`config.mk`:
```
export PLATFORM = sky130hd
export DESIGN_NAME = keypad_scanner
export DESIGN_NICKNAME = d
export VERILOG_FILES = /design/src/rtl/keypad_scanner.sv
export SDC_FILE = /design/constraint.sdc
export NUM_CORES = 1
export LEC_CHECK = 0
export ABC_CLOCK_PERIOD_IN_PS = 13400
export BUFFER_PORTS_ARGS = -buffer_cell sky130_fd_sc_hd__buf_2
export CORE_MARGIN = 5
export CORE_UTILIZATION = 40
export CTS_BUF_LIST = sky130_fd_sc_hd__clkbuf_4 sky130_fd_sc_hd__clkbuf_8
export CTS_CLUSTER_DIAMETER = 100
export DETAILED_ROUTE_END_ITERATION = 16
export RECOVER_POWER = 50
export SLEW_MARGIN = 20
export SYNTH_ARGS = -nofsm -noshare
export SYNTH_HDL_FRONTEND = slang
export SYNTH_SLANG_ARGS = --single-unit
```
`constraint.sdc`:
```
create_clock -name clk -period 13.4 [get_ports clk]
set_clock_uncertainty 0.05 [all_clocks]
set_input_delay 1.34 -clock clk [delete_from_list [all_inputs] [get_ports clk]]
set_output_delay 1.34 -clock clk [all_outputs]
set_load 0.02 [all_outputs]
```
`src/rtl/keypad_scanner.sv`:
```
// keypad_scanner
//   Scans a 4x4 active-low matrix keypad. Each row is driven low for SCAN_DIV
//   clocks; the synchronized columns are captured at the end of the row slot.
//   After a full scan the 16-bit press map is classified (none / one key /
//   several keys) and a small FSM debounces it over DEBOUNCE_SCANS scans.
//   One keydown pulse is issued per debounced press; no auto-repeat.
//
// Ports
//   clk      in   system clock
//   rst      in   synchronous reset, active-high
//   col_n    in   [3:0] keypad columns, active-low, asynchronous
//   row_n    out  [3:0] row drive, active-low one-hot
//   keydown  out  one-clock pulse when a new debounced press is accepted
//   key_id   out  [3:0] last accepted key, 4*row+col; held until next accept
//   key_held out  debounced "accepted key still down" level
module keypad_scanner #(
  parameter int unsigned SCAN_DIV       = 50000,
  parameter int unsigned DEBOUNCE_SCANS = 4
) (
  input  logic       clk,
  input  logic       rst,
  input  logic [3:0] col_n,
  output logic [3:0] row_n,
  output logic       keydown,
  output logic [3:0] key_id,
  output logic       key_held
);

  localparam int unsigned DIV_W = (SCAN_DIV > 1) ? $clog2(SCAN_DIV) : 1;
  localparam int unsigned CNT_W = $clog2(DEBOUNCE_SCANS + 1);

  localparam logic [DIV_W-1:0] DIV_LAST = DIV_W'(SCAN_DIV - 1);
  localparam logic [CNT_W-1:0] CNT_DONE = CNT_W'(DEBOUNCE_SCANS);
  localparam logic [CNT_W-1:0] CNT_ONE  = CNT_W'(1);

  localparam logic [1:0] ST_IDLE      = 2'd0;
  localparam logic [1:0] ST_PRESS_DEB = 2'd1;
  localparam logic [1:0] ST_HELD      = 2'd2;
  localparam logic [1:0] ST_REL_DEB   = 2'd3;

  logic [3:0]       col_s1_q, col_s2_q;
  logic [DIV_W-1:0] div_q;
  logic [1:0]       row_q;
  logic [3:0]       row_n_q;
  logic [11:0]      bitmap_q;
  logic [1:0]       state_q, state_d;
  logic [CNT_W-1:0] cnt_q, cnt_d, cnt_inc;
  logic [3:0]       cand_q, cand_d;
  logic [3:0]       key_id_q, key_id_d;
  logic             key_held_q, key_held_d;
  logic             keydown_q;

  logic        row_tick, scan_done;
  logic [3:0]  pressed;
  logic [15:0] scan_map;
  logic [4:0]  n_set;
  logic [3:0]  hit_id;
  logic        found;
  logic        none_hit, one_hit;
  logic        accept, release_done, reached;

  assign row_tick  = (div_q == DIV_LAST);
  assign scan_done = row_tick && (row_q == 2'd3);
  assign pressed   = ~col_s2_q;

  // Row 3 is classified straight from the synchronizer so the decision lands
  // on the same edge that would have stored it.
  assign scan_map = {pressed, bitmap_q};

  always_comb begin
    n_set  = '0;
    hit_id = '0;
    found  = 1'b0;
    for (int unsigned i = 0; i < 16; i++) begin
      if (scan_map[i]) begin
        n_set = n_set + 5'd1;
        if (!found) begin
          hit_id = 4'(i);
          found  = 1'b1;
        end
      end
    end
  end

  assign none_hit = (n_set == 5'd0);
  assign one_hit  = (n_set == 5'd1);
  assign cnt_inc  = cnt_q + CNT_ONE;
  assign reached  = (cnt_inc == CNT_DONE);

  always_comb begin
    state_d      = state_q;
    cnt_d        = cnt_q;
    cand_d       = cand_q;
    accept       = 1'b0;
    release_done = 1'b0;
    if (scan_done) begin
      case (state_q)
        ST_IDLE: begin
          if (one_hit) begin
            cand_d = hit_id;
            if (DEBOUNCE_SCANS == 1) begin
              accept  = 1'b1;
              state_d = ST_HELD;
              cnt_d   = '0;
            end else begin
              cnt_d   = CNT_ONE;
              state_d = ST_PRESS_DEB;
            end
          end
        end
        ST_PRESS_DEB: begin
          if (one_hit && (hit_id == cand_q)) begin
            if (reached) begin
              accept  = 1'b1;
              state_d = ST_HELD;
              cnt_d   = '0;
            end else begin
              cnt_d = cnt_inc;
            end
          end else if (one_hit) begin
            cand_d = hit_id;
            cnt_d  = CNT_ONE;
          end else begin
            state_d = ST_IDLE;
            cnt_d   = '0;
          end
        end
        ST_HELD: begin
          if (none_hit) begin
            if (DEBOUNCE_SCANS == 1) begin
              release_done = 1'b1;
              state_d      = ST_IDLE;
              cnt_d        = '0;
            end else begin
              cnt_d   = CNT_ONE;
              state_d = ST_REL_DEB;
            end
          end
        end
        default: begin // ST_REL_DEB
          if (none_hit) begin
            if (reached) begin
              release_done = 1'b1;
              state_d      = ST_IDLE;
              cnt_d        = '0;
            end else begin
              cnt_d = cnt_inc;
            end
          end else begin
            state_d = ST_HELD;
            cnt_d   = '0;
          end
        end
      endcase
    end
  end

  always_comb begin
    key_id_d   = key_id_q;
    key_held_d = key_held_q;
    if (accept) begin
      key_id_d   = cand_d;
      key_held_d = 1'b1;
    end else if (release_done) begin
      key_held_d = 1'b0;
    end
  end

  always_ff @(posedge clk) begin
    if (rst) begin
      col_s1_q   <= '1;
      col_s2_q   <= '1;
      div_q      <= '0;
      row_q      <= '0;
      row_n_q    <= 4'b1110;
      bitmap_q   <= '0;
      state_q    <= ST_IDLE;
      cnt_q      <= '0;
      cand_q     <= '0;
      key_id_q   <= '0;
      key_held_q <= 1'b0;
      keydown_q  <= 1'b0;
    end else begin
      col_s1_q <= col_n;
      col_s2_q <= col_s1_q;
      if (row_tick) begin
        div_q   <= '0;
        row_q   <= row_q + 2'd1;
        row_n_q <= {row_n_q[2:0], row_n_q[3]};
        case (row_q)
          2'd0:    bitmap_q[3:0]  <= pressed;
          2'd1:    bitmap_q[7:4]  <= pressed;
          2'd2:    bitmap_q[11:8] <= pressed;
          default: ;
        endcase
      end else begin
        div_q <= div_q + DIV_W'(1);
      end
      state_q    <= state_d;
      cnt_q      <= cnt_d;
      cand_q     <= cand_d;
      key_id_q   <= key_id_d;
      key_held_q <= key_held_d;
      keydown_q  <= accept;
    end
  end

  assign row_n    = row_n_q;
  assign keydown  = keydown_q;
  assign key_id   = key_id_q;
  assign key_held = key_held_q;

endmodule

```
# Word level (Yosys, flattened, before mapping)
# Index checks and enable logic that the tools add are counted.
[word_totals] wordCells=149 output_inout_bits=10 ff_bits=57 in_bits=6
[op_classes] muxes=89 bitwise=1 add_sub_neg=18 reduce_logical=13 eq_ne=14
[ops] op="$mux 4" count=31
[ops] op="$add 5x1->5 const B" count=15
[ops] op="$mux 5" count=15
[ops] op="$mux 1" count=28
[ops] op="$add 16x1->16 const B" count=1
[ops] op="$eq 16x16->1 const B" count=1
[ops] op="$mux 3" count=5
[ops] op="$mux 2" count=7
[ops] op="$pmux 3 s3" count=1
[ops] op="$pmux 4 s2" count=1
[ops] op="$eq 2x2->1 const B" count=3
[ops] op="$ne 3x3->1 const B" count=2
[ops] op="$pmux 2 s3" count=1
[ops] op="$reduce_and 2->1" count=3
[ops] op="$reduce_and 6->1" count=1
[ops] op="$eq 5x1->1 const B" count=1
[ops] op="$logic_not 5->1" count=1
[ops] op="$ne 5x1->1 const B" count=1
[ops] op="$eq 2x1->1 const B" count=2
[ops] op="$eq 4x4->1" count=1
[ops] op="$logic_not 2->1" count=2
[ops] op="$ne 2x2->1 const B" count=2
[ops] op="$not 4->4" count=1
[ops] op="$add 3x1->3 const B" count=1
[ops] op="other kinds (7)" count=8

# Depth between registers and ports, before layout
[logic_depth] ltp_word=37 mapped_depth=52 ltp_nobuf=49

# Worst setup path before layout
# Ideal clock, no wire load.
[synth_timing] path_type="register -> register" from="register bitmap_q[0]" to="register key_id_q[3], in the netlist key_id[3]" t_arrival_ns=10.664 synth_period_minus_slack_ns=10.802 path_buffers=3 required_time_ns=13.262 stages_incl_launch_ff=51 path_slack_ns=2.598 setup_ns=0.088 cell_sequence="dfxtp_1 inv_1 ha_1 buf_2 xor2_1 ha_1 mux2_2 ha_1 mux2_2 ha_1 inv_1 a22o_1 nand2_1 ha_1 nor2_1 a31o_2 inv_1 ha_1 (+15 left out) a31oi_1 inv_1 ha_1 nor2_1 a21oi_1 ha_1 nor2b_1 xor3_1 a211o_1 a21o_1 xnor3_1 a2111o_1 or2_1 buf_2 or3_1 buf_2 a21bo_1 a311oi_2"
[synth_via] elab_chain_cells=36 elab_cells_between_ends=86 cone_classes="add/sub (15); eq/ne (2); mux (68); reduce/logical (1)"
[synth_rtl] item="from (decl)" line_no="45" source="logic [11:0] bitmap_q;"
[synth_rtl] item="from (signal assigned)" line_no="191" source="2'd0: bitmap_q[3:0] <= pressed;"
[synth_rtl] item="$mux 1" line_no="75" source="if (scan_map[i]) begin"
[synth_rtl] item="$add 5x1->5 or $mux 1 (tied branches)" line_no="76, 77"
[synth_rtl] item="$mux 5 or $mux 1 (tied branches)" line_no="75"
[synth_rtl] item="$add 5x1->5 or $mux 4 (tied branches)" line_no="76, 77"
[synth_rtl] item="$mux 5 or $mux 4 (tied branches)" line_no="75"
[synth_rtl] item="$add 5x1->5 or $mux 4 (tied branches)" line_no="76, 77"
[synth_rtl] item="$mux 5 or $mux 4 (tied branches)" line_no="75"
[synth_rtl] item="$add 5x1->5 or $mux 4 (tied branches)" line_no="76, 77"
[synth_rtl] item="(+20 left out)"
[synth_rtl] item="$mux 5 or $mux 4 (tied branches)" line_no="75"
[synth_rtl] item="$add 5x1->5 or $mux 4 (tied branches)" line_no="76, 77"
[synth_rtl] item="$mux 5 or $mux 4 (tied branches)" line_no="75"
[synth_rtl] item="$eq 5x1->1 or $eq 4x4->1 (tied branches)" line_no="86, 112"
[synth_rtl] item="$mux 4 or $logic_and 1x1->1 (tied branches)" line_no="99, 120, 112"
[synth_rtl] item="$mux 4 or $mux 1 (tied branches)" line_no="112" source="if (one_hit && (hit_id == cand_q)) begin"
[synth_rtl] item="$pmux 4 s2 or $mux 1 (tied branches)" line_no="97" source="case (state_q)"
[synth_rtl] item="$mux 4 or $mux 1 (tied branches)" line_no="96" source="if (scan_done) begin"
[synth_rtl] item="to (signal assigned)" line_no="202" source="key_id_q <= key_id_d;"
[synth_rtl] item="to (decl)" line_no="49" source="logic [3:0] key_id_q, key_id_d;"
# Several ways; a longest one is shown, not always the timed one.
# A chain may end at the register's enable or synchronous reset.

# Worst setup path after layout
# Ends and elaborated chain as after synthesis.

==> reports/results.ini <==
[detailed_routing]
antenna_left = 0
routed_wire_length_per_instance_um = 13.5
vias_per_cell = 5.56
firstDrtPassIters = 4
num_vias = 4267
drc_marker_count_from_the_first_detailed_route_iteration = 212
post-route-drc-count = 0
finalWirelength_um = 10400

[sta]
layout_worst_path_cycle_share_pct = 87.8
setup_tns_ns = 0
worst_max_slew_pin_slew_ns = 1.81
period_minus_slack_ns = 11.76
drv_slew = 45
max_slew_margin_pct = -20.4
achievable-frequency_mhz = 85.0
hold_viol = 0
rsz0062_at_grt = false
setup-violations-final = 0

[placement]
place.port_buffers = 15
gp_congestion = 0.837
dp_hpwl_um = 7950

[yosys]
yosysTopAreaCell = sky130_fd_sc_hd__dfxtp_1
synth_area_per_cell_um2 = 7.86
post-synth-top-count-cell = sky130_fd_sc_hd__nor2_1
sequential_cell_area_fraction_in_the_yosys_report_pct = 23.3
ys.warnings.count = 0
post-synth-top-area-fraction_pct = 23.3
synth.ff_latch_count = 57
synth.lib_cells_used.distinct = 78
synth.cells.most_frequent = 77 x sky130_fd_sc_hd__nor2_1, 57 x sky130_fd_sc_hd__dfxtp_1, 57 x sky130_fd_sc_hd__nand2_1
complex_gate_fraction_of_the_synthesized_area_pct = 20.0
muxShareOfSynthArea_pct = 2.91
synth-async-reset-ratio_pct = 0
synth_simple_gate_area_share_pct = 27.0
netlist_area_um2 = 4900
synth_top_cells_by_area = sky130_fd_sc_hd__dfxtp_1 23%, sky130_fd_sc_hd__xnor2_1 7.0%, sky130_fd_sc_hd__ha_1 6.9%
synthesis.nets = 656
ys.flop_type = sky130_fd_sc_hd__dfxtp_1
syn_inst = 623
synth_top_family_by_area = simple AND/OR/NAND/NOR gates
yosys.area_share.adder_pct = 6.90
synth-edff-count = 0
synth_xor_xnor_area_share_pct = 15.0

[floorplanning]
fp-row-count = 40
initial_core_util_pct = 40.8
die_w_um = 121
die_area_um2 = 14600
floorplan.core_area_um2 = 12000
die_h_um = 121
top_level_ports = 16

[flow_run]
max-cap-violations = 1

[clock_network]
cts-hold-fix-buffers = 0
cts.htree.levels = 3
cts.repair.resized = 0
cts_buffer_depth = 2
clk_pin_slew_worst_paths_ns = 0.06
post_cts_buffers = 0
root_buffer = sky130_fd_sc_hd__clkbuf_8
tritoncts_clock_tree = built
numCtsBuffers = 9
worstSkewPairLatency_ns = 0.33
cts_sinks = 57

[global_routing]
number_of_antenna_violations_at_the_first_check_in_global_routing = 0
grt_start_max_net_pins = 45
grt_pass1_wl_um = 18200
gr-total-overflow = 0
global_route.usage.total_pct = 14.7
first_global_vias = 3970

[worst_hold_path]
min_delay_worst_type = reg -> reg
min_to = col_s2_q[1]
hold_path_startpoint = col_s1_q[1]
worst_hold_path.num_cells = 1

[finish]
final.fill_count = 1254
fin_util_pct = 43.6
final_net_count = 650
diodes = 0
post_route_cells_drive_above_1_share_pct = 9.18
area.growth.synth_to_final_pct = 7.03

[power_and_ir_drop]
power.density_nw_per_um2 = 70.5
vdd.ir_drop.worst_uv = 140
static_leakage_nw = 2.06
design_power_total_mw = 0.369

[critical_path]
criticalPathCategory = reg -> reg
reg2reg_to = key_id[3]
most_used_cell_cp = sky130_fd_sc_hd__ha_1
crit_path_max_fanout = 7
cp_slowest_stage_delay_ns = 0.52
worstSetupStartpointType = flop
reg2regPathDepth = 47
critPathSlowestCell = sky130_fd_sc_hd__or3_1
cp_endpoint_kind = flop
worst-endpoint-required_ns = 13.58
ff2ff_setup_slack_ns = 1.64
reg2reg_from = bitmap_q[0]
critical_path_arrival_ns = 11.94

[status]
status = finished, violations left
failed_checks = max-capacitance violations, max-slew violations

[placed cells by master, fill, tap and decap left out, drive strengths merged, types with 3 or more instances in the layout]
| cell type | Yosys | final |
|---|---|---|
| a21bo | 4 | 4 |
| nor2b | 9 | 9 |
| nand2 | 57 | 57 |
| a31oi | 13 | 13 |
| a211oi | 21 | 21 |
| buf | 4 | 8 |
| ha | 27 | 27 |
| inv | 29 | 29 |
| nor2 | 77 | 77 |
| xor2 | 10 | 10 |
| o211ai | 4 | 4 |
| nand2b | 11 | 11 |
| or3 | 7 | 7 |
| clkbuf | 28 | 19 |
| o21a | 3 | 3 |
| nand3b | 6 | 6 |
| dfxtp | 57 | 57 |
| a21oi | 34 | 34 |
| nor3 | 15 | 15 |
| mux2i | 6 | 6 |
| xnor3 | 8 | 8 |
| nand3 | 20 | 20 |
| mux2 | 5 | 5 |
| o211a | 3 | 3 |
| or2 | 13 | 13 |
| o22ai | 3 | 3 |
| xnor2 | 41 | 41 |
| a311oi | 5 | 5 |
| o21ai | 17 | 17 |
| and2 | 9 | 9 |
| nand4 | 12 | 12 |
| nor4 | 5 | 5 |
| o31ai | 4 | 4 |
| and3 | 10 | 10 |
| a22oi | 3 | 3 |
[per-stage QoR]
stage / instance area, um2 / setup slack [ns] / hold slack [ns] / cells
4_1_cts: 5250 / 1.66 / 0.359 / 768
2_1_floorplan: 4900 / 2.60 / 0.339 / 623
6_report: 5240 / 1.64 / 0.360 / 768
3_3_place_gp: 5030 / 2.10 / 0.346 / 753
5_1_grt: 5240 / 0.895 / 0.384 / 768
3_5_place_dp: 5030 / 1.70 / 0.351 / 753
[worst max path at each step]
| stage | start | to | slack [ns] | cells after the start |
|---|---|---|---|---|
| 2_1_floorplan | bitmap_q[0] | key_id[3] | 2.60 | 50 |
| 3_3_place_gp | bitmap_q[0] | key_id[3] | 2.10 | 47 |
| 3_5_place_dp | bitmap_q[0] | key_id[3] | 1.70 | 47 |
| 4_1_cts | bitmap_q[0] | key_id[3] | 1.66 | 47 |
| 5_1_grt | bitmap_q[0] | key_id[0] | 0.89 | 47 |
| 6_report | bitmap_q[0] | key_id[3] | 1.64 | 47 |
[report_power, final]
part | leakage (nW) | switching [mW] | internal [mW]
sequential | 0.462 | 0.00305 | 0.171
combinational | 1.48 | 0.0117 | 0.00800
clock | 0.113 | 0.0628 | 0.113
total | 2.06 | 0.0775 | 0.292
[worst max-delay path: cells and delay by family, from the launching register on]
kind                       cells  cell delay [ns]
adders and majority gates     13             4.01
and+or+nand+nor                9             1.63
AOI/OAI and AO/OA             15             3.66
DFF                            1             0.35
xor gates and xnor gates       3             0.80
muxes                          3             0.86
buffers and inverters          4             0.26
[metal layers]
metal	GRT usage [%]	part of all wire, %	wire length [um]
met5	0	0	0
met4	3.47	1.1	113
met3	2.81	2.3	242
met2	24.7	46	4800
met1	19.6	50	5230
[area by class of cell]
type | count | area (um2) | share of cell area, %
clock buffers | 12 | 153 | 2.91
inverters | 30 | 114 | 2.17
clock inverters | 3 | 65.1 | 1.24
repair buffers | 15 | 66.3 | 1.27
flip-flops and latches | 57 | 1140 | 21.8
multi-input cells | 504 | 3520 | 67.1
well taps | 147 | 184 | 3.51
[registers in the layout, indices dropped and copies added (netlist names)]
name	count
bitmap_q	12
cand_q	4
cnt_q	3
col_s1_q	4
col_s2_q	4
div_q	16
key_held	1
key_id	4
keydown	1
row_n	4
row_q	2
state_q	2
[logic make-up after synthesis]
logic type / count (synthesis)
multiplexers: 12
flip-flops: 57
AND/OR/NAND/NOR: 263
adder cells (fa/ha/maj): 27
AO/OA/AOI/OAI: 141
buffers and inverters: 62
XOR/XNOR: 61
No activity file was read; power rests on OpenSTA's default activity.
